<file path="src/rtl/mdr_pkg.sv">
// Shared types for the MDR datapath: opcode encoding, sequencer states and default width.
package mdr_pkg;

  localparam int DEFAULT_WORD_LENGTH = 16;

  typedef enum logic [1:0] {
    MULTIPLIER  = 2'd0,
    DIVISOR     = 2'd1,
    SQUARE_ROOT = 2'd2,
    ILLEGAL     = 2'd3
  } mdr_op_e;

  typedef enum logic [2:0] {
    ST_IDLE   = 3'd0,
    ST_LOAD_X = 3'd1,
    ST_LOAD_Y = 3'd2,
    ST_ISSUE  = 3'd3,
    ST_WAIT   = 3'd4,
    ST_DONE   = 3'd5
  } seq_state_e;

endpackage

</file>
<file path="src/rtl/mdr_operand_sequencer_if.sv">
// Request/operand bus between the user side and the MDR operand sequencer.
interface mdr_operand_sequencer_if #(
  parameter int WORD_LENGTH = mdr_pkg::DEFAULT_WORD_LENGTH
);
  logic                   Start;
  logic                   Load;
  logic [1:0]             Opcode_in;
  logic [WORD_LENGTH-1:0] Data_in;
  logic                   Done;

  logic [WORD_LENGTH-1:0] DataX;
  logic [WORD_LENGTH-1:0] DataY;
  logic [1:0]             Opcode;
  logic                   Core_start;
  logic                   Load_x_led;
  logic                   Load_y_led;
  logic                   Ready;
  logic                   Illegal_op;
  logic                   Timeout;

  modport master (
    output Start, Load, Opcode_in, Data_in, Done,
    input  DataX, DataY, Opcode, Core_start, Load_x_led, Load_y_led,
           Ready, Illegal_op, Timeout
  );

  modport slave (
    input  Start, Load, Opcode_in, Data_in, Done,
    output DataX, DataY, Opcode, Core_start, Load_x_led, Load_y_led,
           Ready, Illegal_op, Timeout
  );
endinterface

</file>
<file path="src/rtl/mdr_watchdog_counter.sv">
// Saturating cycle counter that flags when it has reached LIMIT-1; used to bound the wait on the core.
module mdr_watchdog_counter #(
  parameter int LIMIT = 64
) (
  input  logic clk,
  input  logic reset,
  input  logic clear,
  input  logic enable,
  output logic expired
);

  localparam int CW = (LIMIT > 2) ? $clog2(LIMIT) : 1;
  localparam logic [CW-1:0] LAST = CW'(LIMIT - 1);

  logic [CW-1:0] count;

  // NOTE: sequential state uses <= so every flop samples pre-edge values regardless of block order.
  always_ff @(posedge clk) begin
    if (reset || clear) begin
      count <= '0;
    end else if (enable && (count != LAST)) begin
      count <= count + CW'(1);
    end
  end

  assign expired = (count == LAST);

endmodule

</file>
<file path="src/rtl/mdr_operand_sequencer.sv">
// Operand sequencer: captures opcode and operands from a shared bus, issues a one-cycle core start, waits for done.
module mdr_operand_sequencer
  import mdr_pkg::*;
#(
  parameter int WORD_LENGTH    = DEFAULT_WORD_LENGTH,
  parameter int TIMEOUT_CYCLES = 64
) (
  input  logic                    clk,
  input  logic                    reset,
  mdr_operand_sequencer_if.slave  bus
);

  seq_state_e state_q, state_d;
  mdr_op_e    op_in, op_q;

  logic [WORD_LENGTH-1:0] data_x, data_y;
  logic illegal_q, timeout_q;

  logic accept_start, illegal_req, cap_x, cap_y;
  logic wd_clear, wd_en, wd_expired, set_timeout;

  assign op_in = mdr_op_e'(bus.Opcode_in);

  always_ff @(posedge clk) begin
    if (reset) state_q <= ST_IDLE;
    else       state_q <= state_d;
  end

  // NOTE: every signal assigned here gets a default first, so no path can leave one unassigned and infer a latch.
  always_comb begin
    state_d      = state_q;
    accept_start = 1'b0;
    illegal_req  = 1'b0;
    cap_x        = 1'b0;
    cap_y        = 1'b0;
    wd_clear     = 1'b0;
    wd_en        = 1'b0;
    set_timeout  = 1'b0;
    unique case (state_q)
      ST_IDLE, ST_DONE: begin
        if (bus.Start) begin
          if (op_in == ILLEGAL) begin
            illegal_req = 1'b1;
            state_d     = ST_IDLE;
          end else begin
            accept_start = 1'b1;
            state_d      = (op_in == SQUARE_ROOT) ? ST_LOAD_Y : ST_LOAD_X;
          end
        end
      end
      ST_LOAD_X: begin
        if (bus.Load) begin
          cap_x   = 1'b1;
          state_d = ST_LOAD_Y;
        end
      end
      ST_LOAD_Y: begin
        if (bus.Load) begin
          cap_y   = 1'b1;
          state_d = ST_ISSUE;
        end
      end
      ST_ISSUE: begin
        wd_clear = 1'b1;
        state_d  = ST_WAIT;
      end
      ST_WAIT: begin
        wd_en = 1'b1;
        if (bus.Done) begin
          state_d = ST_DONE;
        end else if (wd_expired) begin
          set_timeout = 1'b1;
          state_d     = ST_IDLE;
        end
      end
      default: state_d = ST_IDLE;
    endcase
  end

  always_ff @(posedge clk) begin
    if (reset) begin
      op_q      <= MULTIPLIER;
      data_x    <= '0;
      data_y    <= '0;
      illegal_q <= 1'b0;
      timeout_q <= 1'b0;
    end else begin
      if (accept_start) op_q <= op_in;
      if (cap_x) data_x <= bus.Data_in;
      if (cap_y) begin
        data_y <= bus.Data_in;
        // Square root has a single operand; X is zeroed so the core sees a clean pair.
        if (op_q == SQUARE_ROOT) data_x <= '0;
      end
      if (illegal_req)       illegal_q <= 1'b1;
      else if (accept_start) illegal_q <= 1'b0;
      if (set_timeout)                      timeout_q <= 1'b0 | 1'b1;
      else if (accept_start || illegal_req) timeout_q <= 1'b0;
    end
  end

  mdr_watchdog_counter #(
    .LIMIT (TIMEOUT_CYCLES)
  ) u_watchdog (
    .clk     (clk),
    .reset   (reset),
    .clear   (wd_clear),
    .enable  (wd_en),
    .expired (wd_expired)
  );

  assign bus.DataX      = data_x;
  assign bus.DataY      = data_y;
  assign bus.Opcode     = op_q;
  assign bus.Core_start = (state_q == ST_ISSUE);
  assign bus.Load_x_led = (state_q == ST_LOAD_X);
  assign bus.Load_y_led = (state_q == ST_LOAD_Y);
  assign bus.Ready      = (state_q == ST_DONE);
  assign bus.Illegal_op = illegal_q;
  assign bus.Timeout    = timeout_q;

endmodule

</file>
<file path="src/flat_wrapper.sv">
// flat-port wrapper written by rule: the top's interface ports become plain ports
module mdr_operand_sequencer_flat import mdr_pkg::*;
#(
  parameter int WORD_LENGTH    = DEFAULT_WORD_LENGTH,
  parameter int TIMEOUT_CYCLES = 64
)
  (clk, reset, bus_Start, bus_Load, bus_Opcode_in, bus_Data_in, bus_Done, bus_DataX, bus_DataY, bus_Opcode, bus_Core_start, bus_Load_x_led, bus_Load_y_led, bus_Ready, bus_Illegal_op, bus_Timeout);
  mdr_operand_sequencer_if #(.WORD_LENGTH(WORD_LENGTH)) bus_i ();
  input  logic clk;
  input  logic reset;
  input wire logic [$bits(bus_i.Start)-1:0] bus_Start;
  input wire logic [$bits(bus_i.Load)-1:0] bus_Load;
  input wire logic [$bits(bus_i.Opcode_in)-1:0] bus_Opcode_in;
  input wire logic [$bits(bus_i.Data_in)-1:0] bus_Data_in;
  input wire logic [$bits(bus_i.Done)-1:0] bus_Done;
  output wire logic [$bits(bus_i.DataX)-1:0] bus_DataX;
  output wire logic [$bits(bus_i.DataY)-1:0] bus_DataY;
  output wire logic [$bits(bus_i.Opcode)-1:0] bus_Opcode;
  output wire logic [$bits(bus_i.Core_start)-1:0] bus_Core_start;
  output wire logic [$bits(bus_i.Load_x_led)-1:0] bus_Load_x_led;
  output wire logic [$bits(bus_i.Load_y_led)-1:0] bus_Load_y_led;
  output wire logic [$bits(bus_i.Ready)-1:0] bus_Ready;
  output wire logic [$bits(bus_i.Illegal_op)-1:0] bus_Illegal_op;
  output wire logic [$bits(bus_i.Timeout)-1:0] bus_Timeout;
  assign bus_i.Start = bus_Start;
  assign bus_i.Load = bus_Load;
  assign bus_i.Opcode_in = bus_Opcode_in;
  assign bus_i.Data_in = bus_Data_in;
  assign bus_i.Done = bus_Done;
  assign bus_DataX = bus_i.DataX;
  assign bus_DataY = bus_i.DataY;
  assign bus_Opcode = bus_i.Opcode;
  assign bus_Core_start = bus_i.Core_start;
  assign bus_Load_x_led = bus_i.Load_x_led;
  assign bus_Load_y_led = bus_i.Load_y_led;
  assign bus_Ready = bus_i.Ready;
  assign bus_Illegal_op = bus_i.Illegal_op;
  assign bus_Timeout = bus_i.Timeout;
  mdr_operand_sequencer #(.WORD_LENGTH(WORD_LENGTH), .TIMEOUT_CYCLES(TIMEOUT_CYCLES)) u_core (.clk(clk), .reset(reset), .bus(bus_i));
endmodule
</file>
<file path="config.mk">
export PLATFORM = sky130hd
export DESIGN_NAME = mdr_operand_sequencer_flat
export DESIGN_NICKNAME = d
export VERILOG_FILES = /design/src/rtl/mdr_pkg.sv /design/src/rtl/mdr_operand_sequencer_if.sv /design/src/rtl/mdr_watchdog_counter.sv /design/src/rtl/mdr_operand_sequencer.sv /design/src/flat_wrapper.sv
export SDC_FILE = /design/constraint.sdc
export NUM_CORES = 1
export LEC_CHECK = 0
export CAP_MARGIN = 5
export CORE_MARGIN = 2
export CORE_UTILIZATION = 45
export DETAILED_ROUTE_END_ITERATION = 12
export PLACE_DENSITY = 0.79
export SKIP_LAST_GASP = 1
export SLEW_MARGIN = 20
export SYNTH_ARGS = -nofsm -noshare
export SYNTH_HDL_FRONTEND = slang
export SYNTH_SLANG_ARGS = --single-unit
</file>
<file path="constraint.sdc">
create_clock -name clk -period 1.65 [get_ports clk]
set_input_delay 0.33 -clock clk [delete_from_list [all_inputs] [get_ports clk]]
set_output_delay 0.33 -clock clk [all_outputs]
set_load 0.03 [all_outputs]
</file>
=== Yosys cells after proc, flatten, opt, wreduce, memory -nomap -nowiden ===
Cells that the tools add are included.
W data, S select, Z words.

* Register bits: 45
* Bits of input ports: 23
* Output and inout port bits: 40
* Word-level logic and storage cells: 59

* $add $sub $neg: 1
* Eq/ne operators: 14
* Mux-type cells: 29
* Reduce and logical (&&, ||, !) cells: 8

{| class="wikitable"
|+ Operators with widths
! cell !! number
|-
| $mux W16 || 3
|-
| $mux W1 || 18
|-
| $mux W3 || 6
|-
| $pmux W3 S5 || 1
|-
| $add A6 B1 Y6 const B || 1
|-
| $eq A2 B2 Y1 const B || 3
|-
| $eq A3 B2 Y1 const B || 2
|-
| $eq A3 B3 Y1 const B || 2
|-
| $eq A6 B6 Y1 const B || 1
|-
| $ne A2 B2 Y1 const B || 3
|-
| $ne A6 B6 Y1 const B || 1
|-
| $reduce_and A4 Y1 || 1
|-
| $reduce_bool A2 Y1 || 2
|-
| $eq A3 B1 Y1 const B || 1
|-
| $logic_not A3 Y1 || 1
|-
| $ne A3 B3 Y1 const B || 1
|-
| $logic_or A1 B1 Y1 || 2
|-
| $mux W2 || 1
|-
| $reduce_or A2 Y1 || 1
|-
| $logic_and A1 B1 Y1 || 1
|}

=== Logic depth before layout (Yosys ltp) ===
Gate-level depths: netlist of run 1.

* Depth in word-level cells: 7
* Depth in mapped cells: 6
* Depth with buffers taken out: 5

=== By module ===
A second synthesis of run 1 with hierarchy kept.

* Cells, all modules: 229
* Area total of the unflattened synthesis: 1943.1 µm²

{| class="wikitable"
|+ Modules (own cells, without submodules)
! module !! instances !! cells an instance !! area each (µm²)
|-
| mdr_operand_sequencer || 1 || 197 || 1644.1
|-
| mdr_watchdog_counter || 1 || 32 || 299.0
|}

=== Worst setup path before layout of run 1 ===
Ideal clock, no wire load.

* Path type: register to register
* Start: reg u_core.state_q[0]
* End: reg u_core.data_x[10] (netlist: u_core.bus.DataX[10])
* Library setup time: 0.120 ns
* Arrival time: 1.884 ns
* Required time: 1.530 ns
* Setup slack: -0.353 ns
* Stages on the path, launching flop included: 6
* Buffers on the path: 1
* Period minus slack after synthesis: 2.003 ns
* Cells stage by stage: dfxtp_1 -> nor3b_1 -> nand2_1 -> clkbuf_1 -> nand2_1 -> a21oi_1

* Cells in the longest elaborated chain, start to end: 5
* Elaborated cells on any way between the ends: 7

{| class="wikitable"
|+ Ends and longest elaborated chain
! item !! RTL line !! RTL
|-
| start, declared || mdr_operand_sequencer.sv:13 || <nowiki>seq_state_e state_q, state_d;</nowiki>
|-
| start signal, assigned || mdr_operand_sequencer.sv:26 || <nowiki>else state_q <= state_d;</nowiki>
|-
| $eq A3 B1 Y1 * || n/a ||
|-
| net bus_Load_x_led || flat_wrapper.sv:20 || <nowiki>output wire logic [$bits(bus_i.Load_x_led)-1:0] bus_Load_x_led;</nowiki>
|-
| $mux W1 * || mdr_operand_sequencer.sv:39 || <nowiki>unique case (state_q)</nowiki>
|-
| $mux W16 * || mdr_operand_sequencer.sv:89 || <nowiki>if (cap_x) data_x <= bus.Data_in;</nowiki>
|-
| $mux W16 || mdr_operand_sequencer.sv:93 || <nowiki>if (op_q == SQUARE_ROOT) data_x <= '0;</nowiki>
|-
| $mux W16 * || mdr_operand_sequencer.sv:90 || <nowiki>if (cap_y) begin</nowiki>
|-
| end signal, assigned || mdr_operand_sequencer.sv:89 ||
|-
| end, declared || mdr_operand_sequencer.sv:16 || <nowiki>logic [WORD_LENGTH-1:0] data_x, data_y;</nowiki>
|}

The timed path passes the listed nets; every way through them passes the cells marked *.
A chain may end at the register's enable or synchronous reset.

=== Final worst setup path of run 1 ===
* Start: reg u_core.state_q[0]
* End: out bus_Load_y_led

* Cells in the longest elaborated chain, start to end: 1

{| class="wikitable"
|+ Ends and longest elaborated chain
! item !! RTL line !! RTL
|-
| $eq A3 B2 Y1 || mdr_operand_sequencer.sv:117 || <nowiki>assign bus.Load_y_led = (state_q == ST_LOAD_Y);</nowiki>
|-
| end, declared || flat_wrapper.sv:21 || <nowiki>output wire logic [$bits(bus_i.Load_y_led)-1:0] bus_Load_y_led;</nowiki>
|}

Every way passes these cells.

==> metrics.txt, run 1 <==
1st-iter DRT viols=129; initial antenna violation count=0; die boundary width=68.1 um; Area Overhead vs Synth=52.3%; Synth async-reset ratio=0; number of flops mapped to enable cells by yosys=0; I/O Pins=63; largest area contributor in the netlist=dfxtp_1; Min-Delay Path Class=reg -> reg; MaxCap Viol Count=0; # rows=23; post-synthesis sequential area ratio=0.488; Final min period=1630 ps; gp weighted congestion=0.920; fmax=614 MHz; CP max FO=12; total track usage=0.227; Slew @ Worst Pin=361 ps; startpoint types=register; Power Density=1040 nW/um^2; Final #Nets=332; largest net degree at the start of global routing=17; top_reg_cell synth=dfxtp_1; Worst path max stage delay=390 ps; synthesized area=1850 um^2; Sinks on Clock Net=45; crit-path most repeated cell=buf_4; VDD IR max=0.681 mV; outcome=completed; CTS tree=yes; Setup Buffers After CTS=0; Commonest cells post-synth=73 x nand2_1, 45 x dfxtp_1, 40 x a21oi_1; total power=0.00292 W; Num CTS Buffers=5; RSZ-0062 raised after global routing=yes; Yosys reg bits=45; max-slew violation count=0; Worst setup EP type=primary output; Synth cell types=37; Min Hold Slack=451 ps; Yosys top cell area share=0.488; first-pass GRT wire length=7.82 mm; Lkg Pwr=1.48 nW; Total Routed Length=5.06 mm; max_slew headroom=0.759; area of placed instances=2630 um^2; Post-Syn Area per Cell=7.89 um^2; drt drc=0; global route overflow=0; Syn Nets=258; top cell family by delay on the critical path=flip-flops; Cell Chain, Critical Path=nor2_2 > buf_4 > and2_1 > buf_4; post-detail-place hpwl=3.67 mm; core area=3970 um^2; DRT antenna net count=0; Die Ht=68.1 um; Place WS=-39.8 ps; Clk pin slew, worst setup/hold paths=80 ps; hold violation count in the final report=0; Req. time, crit path=1320 ps; Post-Synthesis Cells=234; CP max-delay cell=dfxtp_4; WP data arrival=1300 ps; top-count cell post-synth=nand2_1; H-tree levels=2; synth top area cells=dfxtp_1 49%, nand2_1 15%, a21oi_1 11%; YS warnings=0; Non-Filler Cell Area, Final=2810 um^2; CTS root buf=clkbuf_8; Vias=1870; CP Class=reg -> out; ant diodes=0; Final TNS setup=0 ps; CTS max path bufs=2; I/O Buffers=62; final period utilization=0.987; wire length per cell=14.1 um; Clock Skew=4.07 ps; Clk Latency, worst-skew pair=290 ps; worst setup margin=21.8 ps; WP buf/inv=2; Post-CTS Hold Buffers=0; # setup viols final=0; Detailed Routing Iterations Pass 1=4; DIE AREA=4630 um^2; DR vias/cell=5.21; layout cells sized above 1=0.139; vias in the first global route=1745; Initial Util=0.465
==> worst min-delay path, delay by kind of cell (launching register included) <==
family | cells | cell delay, ps
compound gates | 1 | 50
flops | 1 | 310
simple gates | 1 | 50
==> through the flow <==
stage,utilization,cells
after floorplan,-,234
after global placement,0.662,351
after detailed placement,0.662,351
after global routing,0.708,359
final,0.708,359
after CTS,0.688,359
==> placed cells by master, fill, tap and decap left out, types with 2 or more instances in the layout <==
cell,Yosys,layout
dfxtp_4,0,2
xor2_1,2,2
o22ai_1,2,2
or3_1,2,2
buf_12,0,2
a21oi_1,40,40
xnor2_1,2,2
dlymetal6s2s_1,0,24
dfxtp_1,45,42
and2_1,5,4
inv_1,5,5
buf_4,1,18
a211oi_1,4,4
nand2_1,73,73
o21ai_2,1,2
clkbuf_8,0,6
nor3_1,4,4
clkdlybuf4s50_1,0,22
nor3b_2,0,2
nand3_1,5,5
o21ai_0,3,3
dlygate4sd2_1,0,12
nor2_1,6,5
==> state kept, by name, indices dropped and copies added, names as in the netlist <==
| name | cells |
|---|---|
| u_core.bus.DataX | 16 |
| u_core.bus.DataY | 16 |
| u_core.bus.Illegal_op | 1 |
| u_core.bus.Opcode | 2 |
| u_core.bus.Timeout | 1 |
| u_core.state_q | 3 |
| u_core.u_watchdog.count | 6 |
==> layout make-up <==
| type | instances | area (um^2) |
|---|---|---|
| inverters | 5 | 18.8 |
| repair buffers | 79 | 812 |
| clock buffers | 7 | 86.3 |
| well taps | 50 | 62.6 |
| clock inverters | 1 | 30.0 |
| multi-input cells | 172 | 893 |
| fillers | 324 | 1160 |
| flip-flops and latches | 45 | 910 |
==> per-layer routing <==
| layer | vias up | part of all wire | GRT usage |
|---|---|---|---|
| met5 | - | 0 | 0 |
| met4 | 0 | 0.016 | 0.0825 |
| met3 | 6 | 0.054 | 0.0510 |
| met2 | 70 | 0.49 | 0.386 |
| met1 | 854 | 0.44 | 0.280 |
| li1 | 940 | - | - |
==> final timing paths <==
kind / start / end / slack, ps / cells past startpoint
setup / recovery: u_core.state_q[0]$_SDFFE_PP0P_ / bus_Load_y_led / 20 / 4
setup reg to reg: u_core.u_watchdog.count[0]$_SDFFE_PP0P_ / u_core.bus.Timeout$_SDFFE_PP0P_ / 170 / 5
hold / removal: u_core.bus.DataX[15]$_SDFF_PP0_ / u_core.bus.DataX[15]$_SDFF_PP0_ / 450 / 2
hold reg to reg: u_core.bus.DataX[15]$_SDFF_PP0_ / u_core.bus.DataX[15]$_SDFF_PP0_ / 450 / 2
==> timing repair <==
item | in CTS | in global routing
pin swaps | 0 | 0
gates resized for setup | 15 | 31
endpoints found under the setup margin | 16 | 29
cloned | 0 | 0
==> cell families (layout without fill, tap and decap cells) <==
logic type                 count (synthesis)  in the layout  share of synthesized area
adders and majority gates                  1              1                    0.00677
DFF                                       45             45                      0.488
and+or+nand+nor                          108            108                      0.263
muxes                                      1              1                    0.00542
buffers and inverters                     17             92                     0.0400
xor gates and xnor gates                   4              4                     0.0190
AOI/OAI and AO/OA                         58             58                      0.178
==> where the power goes <==
group          internal, W  switching [W]
clock             0.000494       0.000364
sequential         0.00117      0.0000756
combinational     0.000352       0.000460
total              0.00202       0.000899
No activity file was read; power rests on OpenSTA's default activity.
==> run 2: changes to the inputs <==
Settings changed: CORE_MARGIN 2 to unset.
Clock period 1.65 ns to 1.5 ns, I/O delays scaled along.
==> run 2 against run 1 <==
The run now ends with setup timing left. Clock power increased by 5.0%. Critical path depth unchanged. Clock skew increased by 0.83 ps. Critical path type unchanged. Total power increased by 13%. Core utilization increased by 4.3 points. Hold slack improved by 1.8 ps. Largest power group unchanged.
==> metrics.txt, run 2 (synthesis gave the netlist of run 1 again) <==
multi-input logic area=926 um^2 (+3.6%); Clock Skew=4.90 ps (+0.833 ps); MaxCap Viol Count=0 (unchanged); Min-Delay Path Class=reg -> reg; DRT antenna net count=0 (unchanged); fmax=662 MHz; I/O Pins=63 (unchanged); hold violation count in the final report=0 (unchanged); Final TNS setup=-11.2 ps (-11.2 ps); drt drc=0 (unchanged); H-tree levels=2 (unchanged); core area=3800 um^2 (-4.3%); Clk pin slew, worst setup/hold paths=80 ps (about the same); Sinks on Clock Net=45 (unchanged); post-detail-place hpwl=3.43 mm (-6.5%); layout cells sized above 1=0.191 (+0.0515); final std cells w/o fill=368 (+2.5%); I/O Buffers=62 (unchanged); CTS max path bufs=2 (unchanged); WP buf/inv=3 (+1); global route overflow=0 (unchanged); die boundary width=66.1 um (-2.9%); Hold Crit Depth=2 (unchanged); flop-to-flop setup slack=30 ps (-140 ps); largest net degree at the start of global routing=22 (+5); # setup viols final=1 (+1); outcome=complete, but fails checks; CP Class=reg -> out; CP startpoint=u_core.state_q[2]$_SDFFE_PP0P_; DIE AREA=4360 um^2 (-5.8%); Filler cells=310 (-4.3%); WP data arrival=1210 ps (-90 ps); Post-CTS Hold Buffers=0 (unchanged); Num CTS Buffers=5 (unchanged); Place WS=-140 ps (-101 ps); Final #Nets=343 (+3.3%); initial antenna violation count=0 (unchanged); Non-Filler Cell Area, Final=2860 um^2 (+1.5%); CTS root buf=clkbuf_8; startpoint types=register; area of placed instances=2650 um^2 (+0.81%); vias in the first global route=1821 (+4.4%); first-pass GRT wire length=8.17 mm (+4.4%); worst r2r src=u_core.state_q[1]$_SDFFE_PP0P_; gp weighted congestion=0.801 (-13%); Slew @ Worst Pin=397 ps (+35.8 ps); Worst path max stage delay=380 ps (about the same); final period utilization=1.01; failing checks=setup timing; ant diodes=0 (unchanged); CTS tree=yes; commonest non-fill, non-tap cells in the layout=73 x nand2_1, 42 x dfxtp_1, 39 x a21oi_1, 36 x dlygate4sd2_1, 23 x buf_4; 1st-iter DRT viols=127 (-1.6%); commonest non-fill, non-tap cell in the layout=nand2_1; total track usage=0.247 (+0.0199); max-slew violation count=0 (unchanged); Total Routed Length=5.17 mm (+2.3%); CP max FO=5 (-7); top cell family by delay on the critical path=flip-flops; Req. time, crit path=1200 ps (-120 ps); Cell Chain, Critical Path=buf_6 > inv_4 > nor3b_2 > buf_4; Area Overhead vs Synth=54.6%; VDD IR max=0.661 mV (-2.9%); RSZ-0062 raised after global routing=yes; Detailed Routing Iterations Pass 1=4 (unchanged); FF-to-FF End=u_core.bus.Timeout$_SDFFE_PP0P_; Die Ht=66.1 um (-2.9%); Clk Latency, worst-skew pair=290 ps (about the same); CP max-delay cell=dfxtp_4; Worst setup EP type=primary output; Lkg Pwr=1.22 nW (-18%); Finished Core Util=0.752 (+0.0434); Final min period=1510 ps; wire length per cell=14.1 um (-0.23%); DR vias/cell=5.24 (+0.63%); Cells after DPL=351 (unchanged); min-delay src=u_core.bus.DataX[8]$_SDFF_PP0_; Hold Crit Endpoint=u_core.bus.DataX[8]$_SDFF_PP0_; worst setup margin=-11.2 ps (-33.0 ps); Initial Util=0.486 (+0.0211); max_slew headroom=0.735 (-0.0239); Power Density=1150 nW/um^2 (+11%); Vias=1929 (+3.2%); FF-to-FF path depth=4 (-1); # rows=22 (-4.3%); register area=910 um^2 (unchanged)
## run 2: changes by cell type in the layout (fill, tap and decap cells not counted), sizes merged
cell          delta
dlygate4sd2     +24
dlymetal6s2s    -24
buf             +11
clkbuf           -1
clkinv           +1
## run 2: timing repair
| action | 4_1_cts | 5_1_grt |
|---|---|---|
| resized for setup | 51 | 11 |
| pin swaps | 1 | 1 |
| endpoints found under the setup margin | 40 | 24 |
| gates cloned | 0 | 1 |
| setup buffers | 5 | 3 |
## run 2: layout make-up
type / count / share of cell area
Multi-Input combinational cell: 172 / 0.324
Sequential cell: 45 / 0.319
Timing Repair Buffer: 90 / 0.290
Clock buffer: 6 / 0.0254
Tap cell: 48 / 0.0210
Clock inverter: 2 / 0.0136
Inverter: 5 / 0.00745
## run 2: worst max-delay path by stage
stage | slack (ps) | cells past startpoint | to
final | -10 | 4 | bus_Ready
after CTS | -10 | 3 | bus_Load_x_led
after detailed placement | -140 | 5 | u_core.bus.Opcode[1]$_SDFFE_PP0P_
after floorplan | 10 | 6 | u_core.bus.DataX[10]$_SDFF_PP0_
after global routing | -60 | 5 | u_core.state_q[0]$_SDFFE_PP0P_
after global placement | -70 | 6 | u_core.state_q[0]$_SDFFE_PP0P_
## run 2: per-stage QoR
stage	hold slack (ps)	power (W)
floorplan	378	0.00189
global placement	441	0.00228
detailed placement	445	0.00230
CTS	454	0.00323
global route	472	0.00344
finish	453	0.00328
## run 2: metal layers
| layer | GRT usage | routed length, um |
|---|---|---|
| met1 | 0.307 | 2280 |
| met2 | 0.417 | 2560 |
| met3 | 0.0603 | 276 |
| met4 | 0.0771 | 55 |
| met5 | 0 | 0 |
## run 2: power by group
group	internal, W	switching [W]	total [W]	leakage, nW
registers	0.00129	0.0000566	0.00134	0.366
logic	0.000465	0.000574	0.00104	0.797
clock network	0.000500	0.000401	0.000901	0.0554
total	0.00225	0.00103	0.00328	1.22
## run 2: tightest hold or removal path: cells and delay by family (launching register included)
family           cells  cell delay, ps
AO/OA/AOI/OAI        1              50
flip-flops           1             310
AND/OR/NAND/NOR      1              50
